File: src/rtl/time_core_pkg.sv
// Shared types and constants for the stopwatch/timer time core.
// Display source encodings and BCD digit limits live here.
package time_core_pkg;

    typedef enum logic [1:0] {
        DISP_BLANK = 2'b00,
        DISP_LIVE  = 2'b01,
        DISP_LAP   = 2'b10,
        DISP_TIMER = 2'b11
    } disp_sel_e;

    localparam logic [3:0] SEC_ONES_MAX = 4'd9;
    localparam logic [3:0] SEC_TENS_MAX = 4'd5;
    localparam logic [3:0] MIN_ONES_MAX = 4'd9;
    localparam logic [3:0] MIN_TENS_MAX = 4'd5;

    typedef struct packed {
        logic [3:0] m1;
        logic [3:0] m0;
        logic [3:0] s1;
        logic [3:0] s0;
    } mmss_t;

    localparam mmss_t MMSS_ZERO = '0;
    localparam mmss_t MMSS_ONE  = 16'h0001;

endpackage

File: src/rtl/time_core_bcd_mmss_counter.sv
// Four-digit BCD mm:ss counter with up, down, add-minute and clear.
// Down holds at 00:00; up wraps 59:59 to 00:00.
module bcd_mmss_counter
    import time_core_pkg::*;
(
    input  logic  clk,
    input  logic  nrst,
    input  logic  clear,
    input  logic  up,
    input  logic  down,
    input  logic  add_min,
    output mmss_t count
);

    mmss_t next;

    function automatic mmss_t inc_min(input mmss_t c);
        mmss_t r;
        r = c;
        if (c.m0 != MIN_ONES_MAX) begin
            r.m0 = c.m0 + 4'd1;
        end else begin
            r.m0 = 4'd0;
            r.m1 = (c.m1 != MIN_TENS_MAX) ? c.m1 + 4'd1 : 4'd0;
        end
        return r;
    endfunction

    function automatic mmss_t inc_sec(input mmss_t c);
        mmss_t r;
        r = c;
        if (c.s0 != SEC_ONES_MAX) begin
            r.s0 = c.s0 + 4'd1;
        end else begin
            r.s0 = 4'd0;
            if (c.s1 != SEC_TENS_MAX) begin
                r.s1 = c.s1 + 4'd1;
            end else begin
                r.s1 = 4'd0;
                r = inc_min(r);
            end
        end
        return r;
    endfunction

    // Caller guarantees c is non-zero, so the top digit never borrows.
    function automatic mmss_t dec_sec(input mmss_t c);
        mmss_t r;
        r = c;
        if (c.s0 != 4'd0) begin
            r.s0 = c.s0 - 4'd1;
        end else begin
            r.s0 = SEC_ONES_MAX;
            if (c.s1 != 4'd0) begin
                r.s1 = c.s1 - 4'd1;
            end else begin
                r.s1 = SEC_TENS_MAX;
                if (c.m0 != 4'd0) begin
                    r.m0 = c.m0 - 4'd1;
                end else begin
                    r.m0 = MIN_ONES_MAX;
                    r.m1 = c.m1 - 4'd1;
                end
            end
        end
        return r;
    endfunction

    // Next-count selection: clear, then up, then down, then add-minute.
    always_comb begin
        next = count;
        if (clear) begin
            next = MMSS_ZERO;
        end else if (up) begin
            next = inc_sec(count);
        end else if (down) begin
            if (count != MMSS_ZERO) next = dec_sec(count);
        end else if (add_min) begin
            next = inc_min(count);
        end
    end

    // Count register.
    always_ff @(posedge clk or negedge nrst) begin
        if (!nrst) count <= MMSS_ZERO;
        else       count <= next;
    end

endmodule

File: src/rtl/time_core.sv
// Stopwatch/timer core: prescaler, BCD count, lap memory, display mux.
// Laps survive clear; only reset empties them.
module time_core
    import time_core_pkg::*;
#(
    parameter int TICK_DIV  = 10_000_000,
    parameter int LAP_DEPTH = 4
) (
    input  logic        clk,
    input  logic        nrst,
    input  logic        clear,
    input  logic        enable,
    input  logic        write,
    input  logic        read,
    input  logic        enable_increment,
    input  logic        enable_decrement,
    input  logic        adj,
    input  logic [1:0]  output_select,
    output logic        flag,
    output logic [15:0] disp
);

    localparam int PW = (TICK_DIV > 1) ? $clog2(TICK_DIV) : 1;
    localparam int AW = (LAP_DEPTH > 1) ? $clog2(LAP_DEPTH) : 1;
    localparam int CW = $clog2(LAP_DEPTH + 1);
    localparam logic [PW-1:0] PRE_MAX = PW'(TICK_DIV - 1);
    localparam logic [AW-1:0] PTR_MAX = AW'(LAP_DEPTH - 1);
    localparam logic [CW-1:0] CNT_MAX = CW'(LAP_DEPTH);
    localparam logic [AW:0]   DEPTH_W = (AW + 1)'(LAP_DEPTH);

    logic [PW-1:0] pre;
    logic          run;
    logic          tick;
    logic          up;
    logic          down;
    mmss_t         count;

    logic [15:0]   mem [LAP_DEPTH];
    logic [AW-1:0] wr_ptr;
    logic [AW-1:0] rd_idx;
    logic [CW-1:0] lap_count;
    logic [15:0]   lap_out;
    logic [AW-1:0] oldest;
    logic [AW:0]   rd_sum;
    logic [AW-1:0] rd_addr;
    logic [CW-1:0] rd_inc;

    assign run  = enable | enable_decrement;
    assign tick = run && (pre == PRE_MAX);
    assign up   = tick && enable;
    assign down = tick && enable_decrement && !enable;

    // Prescaler advances only while a count mode is active.
    always_ff @(posedge clk or negedge nrst) begin
        if (!nrst)      pre <= '0;
        else if (clear) pre <= '0;
        else if (run)   pre <= tick ? '0 : pre + PW'(1);
    end

    bcd_mmss_counter u_cnt (
        .clk     (clk),
        .nrst    (nrst),
        .clear   (clear),
        .up      (up),
        .down    (down),
        .add_min (adj & enable_increment),
        .count   (count)
    );

    // Sticky expiry: reaching zero by decrement, or arming at zero.
    always_ff @(posedge clk or negedge nrst) begin
        if (!nrst) begin
            flag <= 1'b0;
        end else if (clear) begin
            flag <= 1'b0;
        end else if (enable_decrement &&
                     (count == MMSS_ZERO ||
                      (down && count == MMSS_ONE))) begin
            flag <= 1'b1;
        end
    end

    // Once full, the write pointer also marks the oldest entry.
    assign oldest  = (lap_count == CNT_MAX) ? wr_ptr : '0;
    assign rd_sum  = {1'b0, oldest} + {1'b0, rd_idx};
    assign rd_addr = (rd_sum >= DEPTH_W) ? AW'(rd_sum - DEPTH_W)
                                         : AW'(rd_sum);
    assign rd_inc  = CW'(rd_idx) + CW'(1);

    // Lap memory: write wins over read; clear blocks both.
    always_ff @(posedge clk or negedge nrst) begin
        if (!nrst) begin
            for (int i = 0; i < LAP_DEPTH; i++) mem[i] <= '0;
            wr_ptr    <= '0;
            rd_idx    <= '0;
            lap_count <= '0;
            lap_out   <= '0;
        end else if (!clear) begin
            if (write) begin
                mem[wr_ptr] <= count;
                wr_ptr      <= (wr_ptr == PTR_MAX) ? '0 : wr_ptr + AW'(1);
                rd_idx      <= '0;
                if (lap_count != CNT_MAX) lap_count <= lap_count + CW'(1);
            end else if (read) begin
                if (lap_count == '0) begin
                    lap_out <= '0;
                end else begin
                    lap_out <= mem[rd_addr];
                    rd_idx  <= (rd_inc >= lap_count) ? '0 : AW'(rd_inc);
                end
            end
        end
    end

    // Registered display source mux.
    always_ff @(posedge clk or negedge nrst) begin
        if (!nrst) begin
            disp <= '0;
        end else begin
            unique case (disp_sel_e'(output_select))
                DISP_BLANK: disp <= '0;
                DISP_LIVE:  disp <= count;
                DISP_LAP:   disp <= lap_out;
                DISP_TIMER: disp <= count;
            endcase
        end
    end

endmodule

File: config.mk
export PLATFORM = sky130hd
export DESIGN_NAME = time_core
export DESIGN_NICKNAME = d
export VERILOG_FILES = /design/src/rtl/time_core_pkg.sv /design/src/rtl/time_core_bcd_mmss_counter.sv /design/src/rtl/time_core.sv
export SDC_FILE = /design/constraint.sdc
export NUM_CORES = 1
export LEC_CHECK = 0
export BUFFER_PORTS_ARGS = -buffer_cell sky130_fd_sc_hd__buf_4
export CAP_MARGIN = 25
export CORE_MARGIN = 4
export CORE_UTILIZATION = 62
export DETAILED_ROUTE_END_ITERATION = 12
export GPL_ROUTABILITY_DRIVEN = 0
export HOLD_SLACK_MARGIN = 0.05
export PLACE_DENSITY = 0.87
export SLEW_MARGIN = 10
export SYNTH_ARGS = -nofsm -noshare
export SYNTH_HDL_FRONTEND = slang
export SYNTH_SLANG_ARGS = --single-unit
File: constraint.sdc
create_clock -name clk -period 3.4 [get_ports clk]
set_input_delay 0.34 -clock clk [delete_from_list [all_inputs] [get_ports clk]]
set_output_delay 0.34 -clock clk [all_outputs]
set_load 0.1 [all_outputs]
# After elaboration in Yosys (flattened, before gate mapping)
# Index checks and enable logic that the tools add are counted.
dict set report word_totals {
  reg_bits 144
  input_bits 11
}
dict set report classes {
  addsub 14
  n_lt_le_gt_ge 5
  eq_ne 20
  mux 38
  bitwise_logic 6
  n_reduce_logical 31
}
# op count
set op_table {}
lappend op_table {{2-to-1 mux 16 bit} 9}
lappend op_table {{2-to-1 mux 24 bit} 3}
lappend op_table {{bitwise mux 64 bit} 1}
lappend op_table {{case mux 16 bit (3 select lines)} 1}
lappend op_table {{2-to-1 mux 4 bit} 9}
lappend op_table {{binary-select mux 16 bit (select 2 bit)} 1}
lappend op_table {{demux 16 bit (select 2 bit)} 1}
lappend op_table {{adder 24 x 1 -> 24 bit (second input constant)} 1}
lappend op_table {{== test 24 bit (second input constant)} 1}
lappend op_table {{2-to-1 mux 12 bit} 2}
lappend op_table {{!= test 4 x 3 -> 1 bit (second input constant)} 5}
lappend op_table {{adder 4 x 1 -> 4 bit (second input constant)} 4}
lappend op_table {{== test 16 x 1 -> 1 bit (second input constant)} 1}
lappend op_table {{zero test 16 bit} 1}
lappend op_table {{2-to-1 mux 8 bit} 2}
lappend op_table {{nonzero test 16 bit} 1}
lappend op_table {{nonzero test 4 bit} 4}
lappend op_table {{subtractor 4 x 1 -> 4 bit (second input constant)} 4}
lappend op_table {{2-to-1 mux 2 bit} 7}
lappend op_table {{>= comparator 3 bit (second input constant)} 3}
lappend op_table {{!= test 3 bit (second input constant)} 3}
lappend op_table {{AND reduction 3 bit} 3}
lappend op_table {{!= test 4 bit (second input constant)} 2}
lappend op_table {{logical AND 1 bit} 7}
lappend op_table {{29 further kinds} 38}

# Depth between registers and ports, before layout
# Gate-level depths: netlist of run 1.
dict set report depth {
  depth_word 10
  ltp_mapped 10
  mapped_depth_nobuf 9
}

# Modules after synthesis
# From an unflattened synthesis of run 1, not the netlist that was laid out.
dict set report unflattened {
  cells_unflattened 650
  area_unflattened_um2 7342.0
}
# mod n_inst cells_per_inst area_per_inst_um2
set modules_own_cells {}
lappend modules_own_cells {time_core 1 482 5868.1}
lappend modules_own_cells {bcd_mmss_counter 1 168 1473.9}

# Worst setup path before layout of run 1
# Ideal clock, no wire load.
dict set report synth_path {
  kind {register to register}
  start {register lap_count[0]}
  end {register lap_out[12]}
  setup_ps 121
  arrival_time_ps 2694
  required_ps 3279
  slack_ps 585
  path_stages_with_launch 10
  period_less_slack_ps 2815
  path_cell_list {dfrtp_1 inv_1 ha_1 nand2_1 nor2_1 ha_1 clkbuf_1 buf_1 mux4_2 a22o_1}
}
dict set report synth_via {
  elab_chain_cells 10
  word_cells_on_any_way 12
  classes_between {add/sub (2); order compare (1); eq/ne (1); mux (6); bitwise (1); reduce/logical (1)}
}
# item line
set synth_rtl {}
lappend synth_rtl {{from (decl)} time_core.sv:41} ;# logic [CW-1:0] lap_count;
lappend synth_rtl {{from (signal assigned)} time_core.sv:103} ;# if (lap_count != CNT_MAX) lap_count <= lap_count + CW'(1);
lappend synth_rtl {{== test 3 bit} time_core.sv:84} ;# assign oldest = (lap_count == CNT_MAX) ? wr_ptr : '0;
lappend synth_rtl {{2-to-1 mux 2 bit} time_core.sv:84}
lappend synth_rtl {{adder 2 x 2 -> 3 bit} time_core.sv:85} ;# assign rd_sum = {1'b0, oldest} + {1'b0, rd_idx};
lappend synth_rtl {{>= comparator 3 bit or subtractor 2 x 1 -> 2 bit (tied branches)} time_core.sv:86} ;# assign rd_addr = (rd_sum >= DEPTH_W) ? AW'(rd_sum - DEPTH_W)
lappend synth_rtl {{2-to-1 mux 2 bit} time_core.sv:86}
lappend synth_rtl {{inverter 2 -> 3 bit (not written as such)} time_core.sv:108} ;# lap_out <= mem[rd_addr];
lappend synth_rtl {{binary-select mux 16 bit (select 2 bit)} time_core.sv:108}
lappend synth_rtl {{2-to-1 mux 16 bit (not written as such) (2 in series)} time_core.sv:108}
lappend synth_rtl {{2-to-1 mux 16 bit *} time_core.sv:105} ;# if (lap_count == '0) begin
lappend synth_rtl {{to (signal assigned)} time_core.sv:108}
lappend synth_rtl {{to (decl)} time_core.sv:42} ;# logic [15:0] lap_out;
# Every way passes the cells marked *; elsewhere a longest branch is shown, timed or not. The select of a mux whose other input is x is not followed.
# A chain may end at the register's enable or synchronous reset.

# Final worst setup path of run 1
dict set report layout_path {
  start {register, netlist name u_cnt.count[1]}
  end {register, netlist name u_cnt.count[11]}
}
dict set report layout_via {
  elab_chain_cells 3
  word_cells_on_any_way 7
  classes_between {eq/ne (4); reduce/logical (3)}
}
# item line
set layout_rtl {}
lappend layout_rtl {{nonzero test 16 bit (tied with other cells)} time_core_bcd_mmss_counter.sv:77} ;# if (count != MMSS_ZERO) next = dec_sec(count);
lappend layout_rtl {{!= test 4 x 2 -> 1 bit (no line) (tied with other cells)} --}
lappend layout_rtl {{AND reduction 6 bit (no line) *} --}
# Every way passes the cells marked *; elsewhere a longest branch is shown, timed or not.

==> results.cfg, run 1 <==
[status]
outcome = finished clean

[layout]
n_antenna_cell = 0
area_growth_pct = 13.0
fin_nets = 723
final_cell_mix = 144 x dfrtp_1, 79 x nand2_1, 65 x o21ai_0
nFillCells = 747
drive_gt1_frac = 0.185
mostFrequentLayoutCell = dfrtp_1

[clock_network]
cts_root_buf = clkbuf_16
cts_setup_buffers = 0
clkSinkCount = 144
clock_path_buffers = 2
cts_buffers = 17
h-tree-depth = 4
clock_latency_ps = 420
clkTransAtPathRegs_ps = 60
cts_tree = done

[floorplanning]
dieArea_um2 = 13300
die_h_um = 115
num_rows = 38
io_pins = 28
die_w_um = 115
initial_core_util = 0.646
coreArea_um2 = 11100

[sta]
report.final.slew_viol_count = 0
fin_skew_ps = 8.98
rsz0062_at_grt = false
worst_pin_slew_ps = 855
finalSetupViolations = 0
fin_crit_sh = 0.819
period_minus_slack_ps = 2780
finalHoldViolCount = 0
final.setup.worst_slack_ps = 615
relSlewSlack = 0.429
setup-tns-final_ps = 0
fmax_mhz = 359

[synth]
yosysUniqueCellTypes = 61
seq_area_frac_synth = 0.503
synth-warning-count = 0
avgSynthCellArea_um2 = 10.8
syn_inst = 664
synth_nets = 700
syn_area_um2 = 7160
synth_edf_count = 0
async_reset_ff_frac = 1.00
synth_area_leaders = dfrtp_1 50%, mux2_2 5.2%, mux4_2 5.0%
synth_top_area_frac = 0.503
ys_ff_latch = 144
yosysTopAreaCell = dfrtp_1
yosys_most_used_dff = dfrtp_1

[placed_design]
dpl.hpwl_um = 10800
post-place-ws_ps = 670
portBuffers = 27

[critical_path]
crit_fanout = 8
critPathKind = flop to flop
crit_path_end_kind = flop
worstPathArrival_ps = 3080
worstPathRequired_ps = 3700
cp-start-kind = flop

[detailed_routing]
drcViolationCount = 0
via_per_inst = 6.53
vias = 5481
drt-pass1-iter-count = 6
ant_nets = 0
first_iter_violations = 591
detail_route.wl_per_cell_um = 19.9
routed_wirelength_um = 16700

[power_and_ir_drop]
p_leak_nw = 3.66
power.density_nw_per_um2 = 571
ir_drop_mv = 0.523

[job]
drv_cap = 0

[grt]
grtUsageTotal = 0.273
grt_max_degree = 80
grt_overflow_total = 0
grt_pass1_wl_um = 28200
antenna_found_initial = 0
grt_pass1_vias = 5701

[hold_path]
hold_path.class = input pin to flop
stage by stage:
step                      cell area, um2  power (mW)  hold WS (ps)  std cells  utilization
after global routing                8090        4.83           287        839        0.730
final                               8090        4.62           288        839        0.730
after CTS                           8090        4.64           270        839        0.730
after floorplan                     7160        2.53          44.4        664            -
after global placement              7490        2.74           400        807        0.676
after detailed placement            7490        2.79           412        807        0.676
Yosys cell counts (2+ instances only):
library cell  instances
a211oi_1              2
a21o_1                2
a21oi_1              21
a22o_1               34
a31oi_1               5
a32o_1                2
and2_1                5
and3_1                5
and4_1                2
buf_1                 2
buf_2                 4
clkbuf_1             29
dfrtp_1             144
ha_1                 25
inv_1                19
mux2_2               33
mux4_2               16
nand2_1              79
nand2b_1              6
nand3_1              17
nand3b_1              6
nand4_1               3
nand4b_1              4
nor2_1               47
nor2b_1               4
nor3_1               10
nor3_2                2
nor3b_1               2
nor4_1                3
nor4b_1               2
o2111ai_1             2
o211ai_1              3
o21a_1                2
o21ai_0              65
o2bb2ai_1             2
o31a_1                2
or3_1                 7
or3b_2                4
xnor2_1               8
xor2_1               13
logic make-up after synthesis:
family / share of synthesized area
compound gates: 0.142
xor+xnor: 0.0257
fa+ha+maj: 0.0437
buf+inv: 0.0290
flops: 0.503
mux: 0.104
simple gates: 0.152
flip-flops by register name (all words and copies together), names as in the netlist:
register     count
flag             1
u_cnt.count     16
pre             24
disp            16
lap_out         16
wr_ptr           2
mem             64
lap_count        3
rd_idx           2
final cells by class:
class                   instances  area (um2)  share of cell area
repair buffers                 39         299              0.0370
clock inverters                 7         101              0.0125
inverters                      19        71.3             0.00882
clock buffers                  24         492              0.0608
well taps                     140         175              0.0217
flip-flops and latches        144        3600               0.445
multi-input cells             466        3350               0.414
repair_timing:
action	in CTS	in global routing
gates resized for setup	0	0
endpoints found under the hold margin	77	0
hold buffers	1	0
critical path, cell delays in order, from the launching register on:
cell,delay [ps]
dfrtp_1,460
inv_1,200
ha_1,320
nor4b_1,420
o31ai_2,170
a2111oi_2,410
nand2_1,140
nand2_1,180
mux2_2,360
per-layer routing:
| metal | wire (um) | vias to the layer above | global-route usage |
|---|---|---|---|
| met4 | 378 | 0 | 0.102 |
| met2 | 8260 | 248 | 0.450 |
| met3 | 1100 | 38 | 0.0684 |
| met5 | 0 | - | 0 |
| met1 | 6930 | 2761 | 0.353 |
| li1 | - | 2434 | - |
where the power goes:
part           internal [mW]  total [mW]  switching [mW]
clock                   1.16        1.85           0.693
sequential              1.84        1.94          0.0993
combinational          0.320       0.830           0.510
path summary, 6_finish.rpt:
check / depth (start not counted) / startpoint / to / slack, ps
min in group asynchronous: 2 / nrst / mem[39] / 520
max in group asynchronous: 3 / nrst / pre[4] / 1970
worst min register to register: 2 / mem[18] / mem[18] / 480
worst max register to register: 8 / u_cnt.count[1] / u_cnt.count[11] / 620
worst max-delay path: 8 / u_cnt.count[1] / u_cnt.count[11] / 620
worst min-delay path: 2 / clear / pre[16] / 290
No activity file was read; power rests on OpenSTA's default activity.
==> inputs of run 2 (changes only) <==
Clock period 3.4 ns to 2.6 ns, I/O delays scaled along.
==> results.cfg, run 2 (synthesized netlist as in run 1, its figures left out) <==
[clock_network]
clkSinkCount = 144
clock_path_buffers = 2
clkTransAtPathRegs_ps = 60
clock_latency_ps = 420
cts_buffers = 17
cts_tree = done
h-tree-depth = 4
cts_root_buf = clkbuf_16

[detailed_routing]
first_iter_violations = 618
via_per_inst = 6.44
ant_nets = 0
detail_route.wl_per_cell_um = 19.5
vias = 5562
drt-pass1-iter-count = 5
drcViolationCount = 0
routed_wirelength_um = 16900

[hold_path]
hold_path.class = input pin to flop
hold_end = pre[2]
hold_start = clear
min_path_cells = 2

[grt]
antenna_found_initial = 0
grt_max_degree = 69
grt_overflow_total = 0
grtUsageTotal = 0.272
grt_pass1_vias = 5775
grt_pass1_wl_um = 28300

[floorplanning]
coreArea_um2 = 11100
dieArea_um2 = 13300
io_pins = 28
die_w_um = 115
initial_core_util = 0.646
die_h_um = 115
num_rows = 38

[critical_path]
crit_fanout = 6
r2r_cells = 9
cp-start-kind = flop
critPathKind = flop to flop
timing.rr.end = u_cnt.count[11]
crit_path_end_kind = flop
r2r_start = u_cnt.count[0]
r2r_slack_ps = 140
worstPathRequired_ps = 2900
worstPathArrival_ps = 2760

[placed_design]
post-place-ws_ps = 131
dpl_cell_area_um2 = 7700
portBuffers = 27
dpl.hpwl_um = 10900

[sta]
finalHoldViolCount = 0
fin_crit_sh = 0.945
period_minus_slack_ps = 2460
relSlewSlack = 0.566
finalSetupViolations = 0
report.final.slew_viol_count = 0
fin_skew_ps = 5.40
fmax_mhz = 407
worst_pin_slew_ps = 649
setup-tns-final_ps = 0
final.setup.worst_slack_ps = 143

[layout]
final_core_util = 0.753
final_cell_mix = 144 x dfrtp_1, 79 x nand2_1, 65 x o21ai_0
area_growth_pct = 16.6
top_register = mem
n_antenna_cell = 0
largest_reg_flops = 64
reg_top3 = mem (64), pre (24)
drive_gt1_frac = 0.214
mostFrequentLayoutCell = dfrtp_1
final_area_um2 = 8350
fin_nets = 747

[power_and_ir_drop]
p_total_mw = 6.22
power.density_nw_per_um2 = 745
p_leak_nw = 3.81
ir_drop_mv = 0.662

[job]
drv_cap = 0

[status]
outcome = finished clean
run 2: layout make-up:
type,instances,area [um2]
clock inverter,8,128
tap,140,175
multi-input combinational,466,3360
sequential,144,3600
clock buffer,23,488
fill,692,2730
timing repair buffer,63,517
inverter,19,71.3
run 2: through the flow:
stage	hold WS, ps	cells
after floorplan	-35.6	664
after CTS	200	863
final	227	863
after detailed placement	291	831
after global routing	211	863
after global placement	281	831
run 2: layer usage:
metal  routed length, um  track usage  vias to the layer above  share of wire
met5                   0            0                        -              0
li1                    -            -                     2486              -
met3                1050       0.0695                       35          0.062
met1                7040        0.344                     2803           0.42
met4                 307       0.0908                        0          0.018
met2                8470        0.460                      238           0.50
run 2: report_power, final:
part	internal [mW]	switching (mW)
Combinational	0.482	0.679
Sequential	2.41	0.119
Clock	1.61	0.919
run 2: how the worst max path moves through the flow:
stage | startpoint | cells after the start | to | slack (ps)
after floorplan | lap_count[0] | 9 | lap_out[12] | 30
after global placement | u_cnt.count[5] | 8 | u_cnt.count[13] | 220
after detailed placement | u_cnt.count[9] | 8 | u_cnt.count[13] | 130
after CTS | u_cnt.count[0] | 9 | u_cnt.count[11] | 80
after global routing | u_cnt.count[1] | 9 | u_cnt.count[13] | -20
final | u_cnt.count[0] | 9 | u_cnt.count[11] | 140
run 2: repair_timing:
action	4_1_cts	5_1_grt
gates resized for setup	0	3
setup buffers	0	0
endpoints found under the hold margin	66	0
endpoints found under the setup margin	0	4
hold buffers	1	0
run 2: critical path: stages (launching register included):
cell and delay, ps:
dfrtp_1 380, inv_1 160, ha_1 200, nor4b_2 240, buf_4 190, o31ai_4 70, a2111oi_2 410, nand2_1 120
nand2_1 190, mux2_2 370
==> inputs of run 3 (changes only) <==
Settings changed: CORE_ASPECT_RATIO from default to 1.4.
==> results.cfg, run 3 (synthesized netlist as in run 1, its figures left out) <==
[critical_path]
crit_chain = inv_1, ha_1, or3b_2, o31ai_4, a2111oi_4, a211oi_2, a31oi_1, o21ai_0
path_delay_family = compound AO/OA/AOI/OAI gates
critPathKind = flop to flop
r2r_slack_ps = 110
cpPeakStageDelay_ps = 540
cp_num_cells = 8
worstPathRequired_ps = 2920
crit_path_start = u_cnt.count[5]
worstPathArrival_ps = 2810
cp-endpoint = u_cnt.count[12]
crit_buf_inv = 1
crit_path_end_kind = flop
cp-start-kind = flop
crit_fanout = 5
slowest_stage = or3b_2
r2r_start = u_cnt.count[5]
timing.rr.end = u_cnt.count[12]
r2r_cells = 8

[hold_path]
hold_path.class = input pin to flop

[floorplanning]
die_h_um = 135
io_pins = 28
num_rows = 46
die_w_um = 98.8
initial_core_util = 0.631
dieArea_um2 = 13400
coreArea_um2 = 11300

[placed_design]
dpl_cell_area_um2 = 7730
dpl.hpwl_um = 11400
portBuffers = 27
post-place-ws_ps = 131

[sta]
setup-tns-final_ps = 0
worst_pin_slew_ps = 713
fmax_mhz = 402
finalHoldViolCount = 0
final.setup.worst_slack_ps = 110
fin_skew_ps = 8.34
fin_crit_sh = 0.958
report.final.slew_viol_count = 0
finalSetupViolations = 0
period_minus_slack_ps = 2490
relSlewSlack = 0.524

[detailed_routing]
routed_wirelength_um = 17200
drt-pass1-iter-count = 5
first_iter_violations = 441
ant_nets = 0
detail_route.wl_per_cell_um = 19.8
drcViolationCount = 0
vias = 5594
via_per_inst = 6.43

[layout]
nFillCells = 697
reg_top3 = mem (64), pre (24)
mostFrequentLayoutCell = dfrtp_1
area_growth_pct = 16.5
top_register = mem
final_cell_mix = 144 x dfrtp_1, 79 x nand2_1, 65 x o21ai_0
n_antenna_cell = 0
drive_gt1_frac = 0.219
largest_reg_flops = 64
fin_nets = 750
final_area_um2 = 8340
final_core_util = 0.736

[power_and_ir_drop]
power.density_nw_per_um2 = 729
p_leak_nw = 3.80
p_total_mw = 6.08
ir_drop_mv = 0.438

[clock_network]
h-tree-depth = 4
clock_path_buffers = 2
cts_root_buf = clkbuf_16
cts_tree = done
clock_latency_ps = 420
cts_buffers = 17
clkTransAtPathRegs_ps = 60
clkSinkCount = 144
cts_setup_buffers = 0

[grt]
grt_pass1_vias = 5836
antenna_found_initial = 0
grt_overflow_total = 0
grt_pass1_wl_um = 28800
grtUsageTotal = 0.275
grt_max_degree = 69

[status]
outcome = finished clean

[job]
drv_cap = 0
==> run 3: timing repair <==
item                                    4_1_cts  5_1_grt
endpoints found under the hold margin        66        0
endpoints found under the setup margin        0        4
resized for setup                             0        2
hold buffers                                  1        0
==> run 3: power breakdown <==
part | leakage (nW) | internal [mW] | total, mW | switching (mW)
sequential | 1.98 | 2.41 | 2.53 | 0.125
combinational | 1.54 | 0.491 | 1.16 | 0.673
clock | 0.278 | 1.43 | 2.38 | 0.949
total | 3.80 | 4.33 | 6.08 | 1.75
==> run 3: cell type report <==
cell class | count | area [um2] | share of cell area
Tap cell | 144 | 180 | 0.0216
Multi-Input combinational cell | 466 | 3370 | 0.404
Sequential cell | 144 | 3600 | 0.432
Clock buffer | 18 | 439 | 0.0527
Inverter | 19 | 71.3 | 0.00855
Timing Repair Buffer | 66 | 539 | 0.0647
Clock inverter | 13 | 138 | 0.0165
==> run 3: metrics by stage <==
| step | instances | hold WS, ps |
|---|---|---|
| final | 870 | 214 |
| after floorplan | 664 | -35.6 |
| after global placement | 838 | 275 |
| after detailed placement | 838 | 293 |
| after global routing | 870 | 203 |
| after CTS | 870 | 198 |
==> run 3: how the worst min path moves through the flow <==
stage / startpoint / end / depth (start not counted) / slack [ps]
after floorplan: nrst / disp[0] / 0 / -40
after global placement: nrst / lap_count[2] / 1 / 270
after detailed placement: nrst / lap_count[2] / 1 / 290
after CTS: clear / pre[16] / 2 / 200
after global routing: clear / pre[16] / 2 / 200
final: clear / pre[16] / 2 / 210
==> run 3: metal layers <==
layer  GRT usage  wire length, um  share of wire  vias to the layer above
li1            -                -              -                     2487
met1       0.318             6540           0.38                     2807
met2       0.491             9250           0.54                      242
met3      0.0598              914          0.053                       58
met4       0.114              505          0.029                        0
met5           0                0              0                        -
